===== config.mk =====
export PLATFORM = sky130hd
export DESIGN_NAME = cmd_frame_ctrl_flat
export DESIGN_NICKNAME = d
export VERILOG_FILES = /design/src/rtl/cmd_frame_ctrl_pkg.sv /design/src/rtl/cmd_frame_ctrl_if.sv /design/src/rtl/cmd_frame_ctrl_tx.sv /design/src/rtl/cmd_frame_ctrl.sv /design/src/flat_wrapper.sv
export SDC_FILE = /design/constraint.sdc
export NUM_CORES = 1
export LEC_CHECK = 0
export CAP_MARGIN = 20
export CORE_ASPECT_RATIO = 0.5
export CORE_MARGIN = 1
export CORE_UTILIZATION = 35
export DETAILED_ROUTE_END_ITERATION = 7
export SLEW_MARGIN = 0
export SYNTH_ARGS = -nofsm -noshare
export SYNTH_HDL_FRONTEND = slang
export SYNTH_SLANG_ARGS = --single-unit

===== constraint.sdc =====
create_clock -name CLK -period 3.15 [get_ports CLK]
set_clock_uncertainty 0.1 [all_clocks]
set_input_delay 0.315 -clock CLK [delete_from_list [all_inputs] [get_ports CLK]]
set_output_delay 0.315 -clock CLK [all_outputs]
set_load 0.03 [all_outputs]

===== src/rtl/cmd_frame_ctrl_pkg.sv =====
// Shared definitions for the command frame controller: opcodes, FSM encoding
// and the fixed register-file slots used for ALU operands.
package ctrl_pkg;

    localparam logic [7:0] CMD_WR      = 8'hAA;
    localparam logic [7:0] CMD_RD      = 8'hBB;
    localparam logic [7:0] CMD_ALU_OP  = 8'hCC;
    localparam logic [7:0] CMD_ALU_NOP = 8'hDD;

    localparam int OP_A_ADDR = 0;
    localparam int OP_B_ADDR = 1;

    typedef enum logic [3:0] {
        IDLE,
        WR_ADDR,
        WR_DATA,
        RD_ADDR,
        RD_WAIT,
        OP_A,
        OP_B,
        FUN,
        ALU_WAIT,
        TX_LO,
        TX_HI
    } state_t;

endpackage


===== src/rtl/cmd_frame_ctrl_if.sv =====
// TX byte stream towards the UART transmitter. A byte moves in any cycle where
// TX_D_VLD and TX_READY are both high; once raised, TX_D_VLD and TX_P_DATA stay stable until then.
interface cmd_frame_ctrl_if #(
    parameter int DATA_WIDTH = 8
);
    logic [DATA_WIDTH-1:0] TX_P_DATA;
    logic                  TX_D_VLD;
    logic                  TX_READY;

    modport master (output TX_P_DATA, output TX_D_VLD, input TX_READY);
    modport slave  (input TX_P_DATA, input TX_D_VLD, output TX_READY);
endinterface


===== src/rtl/cmd_frame_ctrl_tx.sv =====
// Holds one or two response bytes and presents them on the TX stream, low
// byte first; reports each accepted byte and whether it was the last one.
module cmd_tx_serializer #(
    parameter int DATA_WIDTH = 8
) (
    input  logic                  CLK,
    input  logic                  RST,
    input  logic                  load,
    input  logic                  single,
    input  logic [DATA_WIDTH-1:0] lo,
    input  logic [DATA_WIDTH-1:0] hi,
    cmd_frame_ctrl_if.master      tx,
    output logic                  accept,
    output logic                  last
);

    logic [DATA_WIDTH-1:0] data_q;
    logic [DATA_WIDTH-1:0] hi_q;
    logic                  vld_q;
    logic                  last_q;

    assign accept       = vld_q & tx.TX_READY;
    assign last         = last_q;
    assign tx.TX_P_DATA = data_q;
    assign tx.TX_D_VLD  = vld_q;

    always_ff @(posedge CLK or posedge RST) begin
        if (RST) begin
            data_q <= '0;
            hi_q   <= '0;
            vld_q  <= 1'b0;
            last_q <= 1'b0;
        end else if (load) begin
            data_q <= lo;
            hi_q   <= hi;
            last_q <= single;
            vld_q  <= 1'b1;
        end else if (accept) begin
            // The data register keeps the last byte sent after valid drops.
            if (last_q) begin
                vld_q <= 1'b0;
            end else begin
                data_q <= hi_q;
                last_q <= 1'b1;
            end
        end
    end

endmodule


===== src/rtl/cmd_frame_ctrl.sv =====
// Command responder: decodes received frames, drives register-file and ALU
// strobes, and returns read or ALU results over the TX stream.
module cmd_frame_ctrl
    import ctrl_pkg::*;
#(
    parameter int ADDR_WIDTH = 4,
    parameter int DATA_WIDTH = 8,
    parameter int TIMEOUT    = 255
) (
    input  logic                    CLK,
    input  logic                    RST,
    input  logic [DATA_WIDTH-1:0]   RX_P_DATA,
    input  logic                    RX_D_VLD,
    output logic                    RF_WR_EN,
    output logic                    RF_RD_EN,
    output logic [ADDR_WIDTH-1:0]   RF_ADDR,
    output logic [DATA_WIDTH-1:0]   RF_WR_DATA,
    input  logic [DATA_WIDTH-1:0]   RF_RD_DATA,
    input  logic                    RF_RD_VLD,
    output logic                    ALU_EN,
    output logic [3:0]              ALU_FUN,
    input  logic [2*DATA_WIDTH-1:0] ALU_OUT,
    input  logic                    ALU_OUT_VLD,
    output logic                    CLK_GATE_EN,
    output logic                    CMD_ERR,
    output state_t                  state_dbg,
    cmd_frame_ctrl_if.master        tx
);

    localparam int CNT_W = $clog2(TIMEOUT + 1);

    state_t                  state_q, state_d;
    logic [CNT_W-1:0]        cnt_q, cnt_d;
    logic [ADDR_WIDTH-1:0]   addr_q, addr_d;
    logic [DATA_WIDTH-1:0]   wdata_q, wdata_d;
    logic [3:0]              fun_q, fun_d;
    logic                    gate_q, gate_d;
    logic                    wr_en_d, rd_en_d, alu_en_d, err_d;
    logic                    tx_load, tx_single, tx_accept, tx_last;
    logic [DATA_WIDTH-1:0]   tx_lo, tx_hi;

    cmd_tx_serializer #(.DATA_WIDTH(DATA_WIDTH)) u_tx (
        .CLK    (CLK),
        .RST    (RST),
        .load   (tx_load),
        .single (tx_single),
        .lo     (tx_lo),
        .hi     (tx_hi),
        .tx     (tx),
        .accept (tx_accept),
        .last   (tx_last)
    );

    always_ff @(posedge CLK or posedge RST) begin
        if (RST) state_q <= IDLE;
        else     state_q <= state_d;
    end

    always_comb begin
        state_d   = state_q;
        cnt_d     = cnt_q;
        addr_d    = addr_q;
        wdata_d   = wdata_q;
        fun_d     = fun_q;
        gate_d    = gate_q;
        wr_en_d   = 1'b0;
        rd_en_d   = 1'b0;
        alu_en_d  = 1'b0;
        err_d     = 1'b0;
        tx_load   = 1'b0;
        tx_single = 1'b0;
        tx_lo     = '0;
        tx_hi     = '0;
        case (state_q)
            IDLE: if (RX_D_VLD) begin
                case (RX_P_DATA)
                    CMD_WR:      state_d = WR_ADDR;
                    CMD_RD:      state_d = RD_ADDR;
                    CMD_ALU_OP:  state_d = OP_A;
                    CMD_ALU_NOP: begin state_d = FUN; gate_d = 1'b1; end
                    default:     err_d = 1'b1;
                endcase
            end
            WR_ADDR: if (RX_D_VLD) begin
                addr_d  = RX_P_DATA[ADDR_WIDTH-1:0];
                state_d = WR_DATA;
            end
            WR_DATA: if (RX_D_VLD) begin
                wdata_d = RX_P_DATA;
                wr_en_d = 1'b1;
                state_d = IDLE;
            end
            RD_ADDR: if (RX_D_VLD) begin
                addr_d  = RX_P_DATA[ADDR_WIDTH-1:0];
                rd_en_d = 1'b1;
                cnt_d   = '0;
                state_d = RD_WAIT;
            end
            RD_WAIT: begin
                err_d = RX_D_VLD;
                if (RF_RD_VLD) begin
                    tx_load   = 1'b1;
                    tx_single = 1'b1;
                    tx_lo     = RF_RD_DATA;
                    state_d   = TX_LO;
                end else if (cnt_q == CNT_W'(TIMEOUT)) begin
                    err_d   = 1'b1;
                    state_d = IDLE;
                end else begin
                    cnt_d = cnt_q + CNT_W'(1);
                end
            end
            OP_A: if (RX_D_VLD) begin
                addr_d  = ADDR_WIDTH'(OP_A_ADDR);
                wdata_d = RX_P_DATA;
                wr_en_d = 1'b1;
                state_d = OP_B;
            end
            OP_B: if (RX_D_VLD) begin
                addr_d  = ADDR_WIDTH'(OP_B_ADDR);
                wdata_d = RX_P_DATA;
                wr_en_d = 1'b1;
                gate_d  = 1'b1;
                state_d = FUN;
            end
            FUN: if (RX_D_VLD) begin
                fun_d    = RX_P_DATA[3:0];
                alu_en_d = 1'b1;
                cnt_d    = '0;
                state_d  = ALU_WAIT;
            end
            ALU_WAIT: begin
                err_d = RX_D_VLD;
                if (ALU_OUT_VLD) begin
                    tx_load = 1'b1;
                    tx_lo   = ALU_OUT[DATA_WIDTH-1:0];
                    tx_hi   = ALU_OUT[2*DATA_WIDTH-1:DATA_WIDTH];
                    gate_d  = 1'b0;
                    state_d = TX_LO;
                end else if (cnt_q == CNT_W'(TIMEOUT)) begin
                    err_d   = 1'b1;
                    gate_d  = 1'b0;
                    state_d = IDLE;
                end else begin
                    cnt_d = cnt_q + CNT_W'(1);
                end
            end
            TX_LO: begin
                err_d = RX_D_VLD;
                if (tx_accept) state_d = tx_last ? IDLE : TX_HI;
            end
            TX_HI: begin
                err_d = RX_D_VLD;
                if (tx_accept) state_d = IDLE;
            end
            default: state_d = IDLE;
        endcase
    end

    // Strobes are registered here so every pulse lands one cycle after its byte.
    always_ff @(posedge CLK or posedge RST) begin
        if (RST) begin
            cnt_q    <= '0;
            addr_q   <= '0;
            wdata_q  <= '0;
            fun_q    <= '0;
            gate_q   <= 1'b0;
            RF_WR_EN <= 1'b0;
            RF_RD_EN <= 1'b0;
            ALU_EN   <= 1'b0;
            CMD_ERR  <= 1'b0;
        end else begin
            cnt_q    <= cnt_d;
            addr_q   <= addr_d;
            wdata_q  <= wdata_d;
            fun_q    <= fun_d;
            gate_q   <= gate_d;
            RF_WR_EN <= wr_en_d;
            RF_RD_EN <= rd_en_d;
            ALU_EN   <= alu_en_d;
            CMD_ERR  <= err_d;
        end
    end

    assign RF_ADDR     = addr_q;
    assign RF_WR_DATA  = wdata_q;
    assign ALU_FUN     = fun_q;
    assign CLK_GATE_EN = gate_q;
    assign state_dbg   = state_q;

endmodule


===== src/flat_wrapper.sv =====
// flat-port wrapper written by rule: the top's interface ports become plain ports
module cmd_frame_ctrl_flat import ctrl_pkg::*;
#(
    parameter int ADDR_WIDTH = 4,
    parameter int DATA_WIDTH = 8,
    parameter int TIMEOUT    = 255
)
  (CLK, RST, RX_P_DATA, RX_D_VLD, RF_WR_EN, RF_RD_EN, RF_ADDR, RF_WR_DATA, RF_RD_DATA, RF_RD_VLD, ALU_EN, ALU_FUN, ALU_OUT, ALU_OUT_VLD, CLK_GATE_EN, CMD_ERR, state_dbg, tx_TX_P_DATA, tx_TX_D_VLD, tx_TX_READY);
  cmd_frame_ctrl_if #(.DATA_WIDTH(DATA_WIDTH)) tx_i ();
  input  logic CLK;
  input  logic RST;
  input  logic [DATA_WIDTH-1:0] RX_P_DATA;
  input  logic RX_D_VLD;
  output logic RF_WR_EN;
  output logic RF_RD_EN;
  output logic [ADDR_WIDTH-1:0] RF_ADDR;
  output logic [DATA_WIDTH-1:0] RF_WR_DATA;
  input  logic [DATA_WIDTH-1:0] RF_RD_DATA;
  input  logic RF_RD_VLD;
  output logic ALU_EN;
  output logic [3:0] ALU_FUN;
  input  logic [2*DATA_WIDTH-1:0] ALU_OUT;
  input  logic ALU_OUT_VLD;
  output logic CLK_GATE_EN;
  output logic CMD_ERR;
  output state_t state_dbg;
  output wire logic [$bits(tx_i.TX_P_DATA)-1:0] tx_TX_P_DATA;
  output wire logic [$bits(tx_i.TX_D_VLD)-1:0] tx_TX_D_VLD;
  input wire logic [$bits(tx_i.TX_READY)-1:0] tx_TX_READY;
  assign tx_TX_P_DATA = tx_i.TX_P_DATA;
  assign tx_TX_D_VLD = tx_i.TX_D_VLD;
  assign tx_i.TX_READY = tx_TX_READY;
  cmd_frame_ctrl #(.ADDR_WIDTH(ADDR_WIDTH), .DATA_WIDTH(DATA_WIDTH), .TIMEOUT(TIMEOUT)) u_core (.CLK(CLK), .RST(RST), .RX_P_DATA(RX_P_DATA), .RX_D_VLD(RX_D_VLD), .RF_WR_EN(RF_WR_EN), .RF_RD_EN(RF_RD_EN), .RF_ADDR(RF_ADDR), .RF_WR_DATA(RF_WR_DATA), .RF_RD_DATA(RF_RD_DATA), .RF_RD_VLD(RF_RD_VLD), .ALU_EN(ALU_EN), .ALU_FUN(ALU_FUN), .ALU_OUT(ALU_OUT), .ALU_OUT_VLD(ALU_OUT_VLD), .CLK_GATE_EN(CLK_GATE_EN), .CMD_ERR(CMD_ERR), .state_dbg(state_dbg), .tx(tx_i));
endmodule

==> run_results.csv <==
group,metric,value,unit
timing,setup_violations,0,
place,place_inst,401,
layout,layout-drive-gt1-share,0.139,
setup_path,rrSetupSlack,0.66,ns
setup_path,worstRegToRegCells,5,
detailed_routing,detailroute.via_count,2214,
grt,track_usage,0.181,
cts,holdBufCountCts,0,
cts,cts-root-buf,"clkbuf_16",
outcome,status,"finished with violations",
pwr,ir_drop,0.528,mV
timing,finalCriticalPeriod,2.49,ns
worst_hold_path,min_path_type,"input port to async pin",
grt,grt_max_degree,23,
timing,max_slew.worst_pin.slew,0.712,ns
detailed_routing,drc,13,
cts,cts_sinks,51,
floorplanning,io_pins,72,
cts,cts_made_buffers,5,
yosys,synth_flop_cell,"dfrtp_1",
grt,grt_pass1_wl,11100,µm
cts,post_cts_buffers,0,
yosys,synthCells,246,
setup_path,cp_max_fo,18,
yosys,synth_area_per_cell,10.7,µm²
yosys,synth-edff-count,0,
setup_path,crit_path_end_kind,"register",
timing,grt_setup_unrepaired,"no",
pwr,total_leakage_power,1.45,nW
setup_path,crit_type,"register to register",
layout,diodes,0,
pwr,p_total,0.00361,W
yosys,ys_async_sr_fraction,1.00,
cts,post_cts_resized,0,
cts,clkTransAtPathRegs,0.07,ns
yosys,ys_types,55,
detailed_routing,first_pass_iters,7,
detailed_routing,avgRoutedWirePerCell,16.5,µm
cts,tritoncts,"done",
cts,clk_latency,0.29,ns
timing,hold_viol,0,
yosys,netlist_area,0.00264,mm²
grt,antenna_found_initial,0,
setup_path,startpoint_type,"register",
timing,fin_crit_sh,0.790,
layout,synthToLayoutAreaGrowth,35.7,%
setup_path,r2r-end,"u_core.u_tx.tx.TX_P_DATA[5]",
pwr,powerDensity,1010,mW/mm²
floorplanning,start_util,0.378,
outcome,violations,"DRC",
floorplanning,die_w,125,µm
yosys,ys_seq_elements,51,
floorplanning,fp.dieArea,0.00791,mm²
yosys,syn-num-nets,285,
detailed_routing,routed_via_density,5.43,
floorplanning,die_h,63.4,µm
grt,grt_pass1_vias,2191,
place,io_buffers,71,
detailed_routing,ant_nets,0,
grt,grt_overflow,0,
yosys,ys_warn_count,0,
timing,tns,0,ns
place,routabilityCongestion,0.853,
floorplanning,fp-row-count,21,
yosys,synth-seq-area-share,0.484,
cts,htree_levels,2,
layout,fillers,647,
cts,clock_path_buffers,2,
timing,fmax,402,MHz
setup_path,arrival,2.53,ns
detailed_routing,drtIter0Drc,190,
layout,final_cells,408,
detailed_routing,routed_wl,6730,µm
layout,fin_nets,355,
place,hpwlAfterDp,4930,µm
timing,slew_viol_final,0,
timing,maxSlewHeadroom,0.525,
run,maxCapViolations,0,
setup_path,worst-endpoint-required,3.20,ns
floorplanning,core-area,0.00699,mm²
setup_path,timing.rr.start,"u_core.state_dbg[2]",
## per-layer routing
metal	vias to the layer above	global-route usage	share of wire
met5	-	0	0
li1	1054	-	-
met2	84	0.270	0.44
met3	8	0.0518	0.060
met4	0	0.0694	0.014
met1	1068	0.248	0.49
## how the worst max path moves through the flow
stage,start,end,slack [ns],cells after the start
after floorplan,u_core.state_dbg[1],u_core.state_dbg[2],1.22,6
after detailed placement,RF_RD_VLD,u_core.u_tx.tx.TX_P_DATA[7],0.69,6
final,u_core.state_dbg[2],u_core.u_tx.tx.TX_P_DATA[5],0.66,5
after CTS,u_core.state_dbg[2],u_core.u_tx.tx.TX_P_DATA[7],0.68,5
after global placement,RX_P_DATA[2],u_core.state_dbg[2],0.73,6
after global routing,u_core.state_dbg[2],u_core.u_tx.tx.TX_P_DATA[1],0.47,5
## where the power goes
part           internal, W  total (W)  leakage [nW]  switching, W
registers         0.000918    0.00119         0.644      0.000275
logic             0.000814    0.00182         0.729       0.00100
clock network     0.000371   0.000601        0.0769      0.000230
## cells in the mapped netlist, types with 3 or more instances
master     n  area share
o22ai_1    4      0.0095
o21ai_0   10       0.019
dfrtp_1   51        0.48
mux2_2    13       0.055
nor2_1    28       0.040
a22o_1     9       0.030
a211oi_1   3      0.0085
nand3_1    6       0.011
nor2b_1    3      0.0071
a222oi_1   8       0.030
xnor2_1    7       0.023
a21oi_1   17       0.032
inv_1      5      0.0071
nand2_1   21       0.030
nand2b_1   4      0.0095
buf_2      7       0.013
## sequential cells by signal (all words and copies together), names as in the netlist
name and cells:
u_core.cnt_q 8, u_core.RF_WR_DATA 8, u_core.u_tx.hi_q 8, u_core.u_tx.tx.TX_P_DATA 8
u_core.ALU_FUN 4, u_core.RF_WR_EN 1, u_core.u_tx.tx.TX_D_VLD 1, u_core.CLK_GATE_EN 1
u_core.RF_RD_EN 1, u_core.RF_ADDR 4, u_core.u_tx.last 1, u_core.state_dbg 4
u_core.CMD_ERR 1, u_core.ALU_EN 1
## cells by family (layout without fill, tap and decap cells)
| kind of cell | Yosys count | in the layout | share of synthesized area |
|---|---|---|---|
| and+or+nand+nor | 81 | 81 | 0.163 |
| AOI/OAI and AO/OA | 73 | 73 | 0.219 |
| DFF | 51 | 51 | 0.484 |
| buffers and inverters | 17 | 87 | 0.0346 |
| muxes | 13 | 13 | 0.0555 |
| xor gates and xnor gates | 10 | 10 | 0.0403 |
| adders and majority gates | 1 | 1 | 0.00474 |
## stage by stage
| step | setup WS (ns) | utilization | cell area [µm²] | hold WS (ns) |
|---|---|---|---|---|
| after global routing | 0.471 | 0.512 | 3580 | 0.239 |
| after detailed placement | 0.691 | 0.490 | 3420 | 0.376 |
| after floorplan | 1.22 | - | 2640 | 0.348 |
| final | 0.662 | 0.512 | 3580 | 0.216 |
| after global placement | 0.735 | 0.490 | 3420 | 0.363 |
| after CTS | 0.684 | 0.512 | 3580 | 0.232 |
## layout make-up
cell class                      count  area (µm²)  share of cell area
Inverter                            5        18.8             0.00524
Tap cell                           92         115              0.0321
Multi-Input combinational cell    178        1270               0.355
Clock inverter                      1        30.0             0.00839
Timing Repair Buffer               75         741               0.207
Sequential cell                    51        1280               0.356
Clock buffer                        6         129              0.0360
## worst max-delay path, stage by stage (launching register included)
cell and delay [ns]:
dfrtp_1 0.78, and3b_1 0.27, o21ai_2 0.56, o21ai_2 0.36, nor2_1 0.20, a21oi_1 0.06
## placed cells by master, fill, tap and decap left out, drive strengths merged, types with 6 or more instances in the layout
cell type and instances:
clkdlybuf4s50 71, dfrtp 51, nor2 31, nand2 21, a21oi 17, mux2 13
o21ai 12, a22o 9, a222oi 8, xnor2 7, nand3 7, clkbuf 6
No activity file was read; power rests on OpenSTA's default activity.
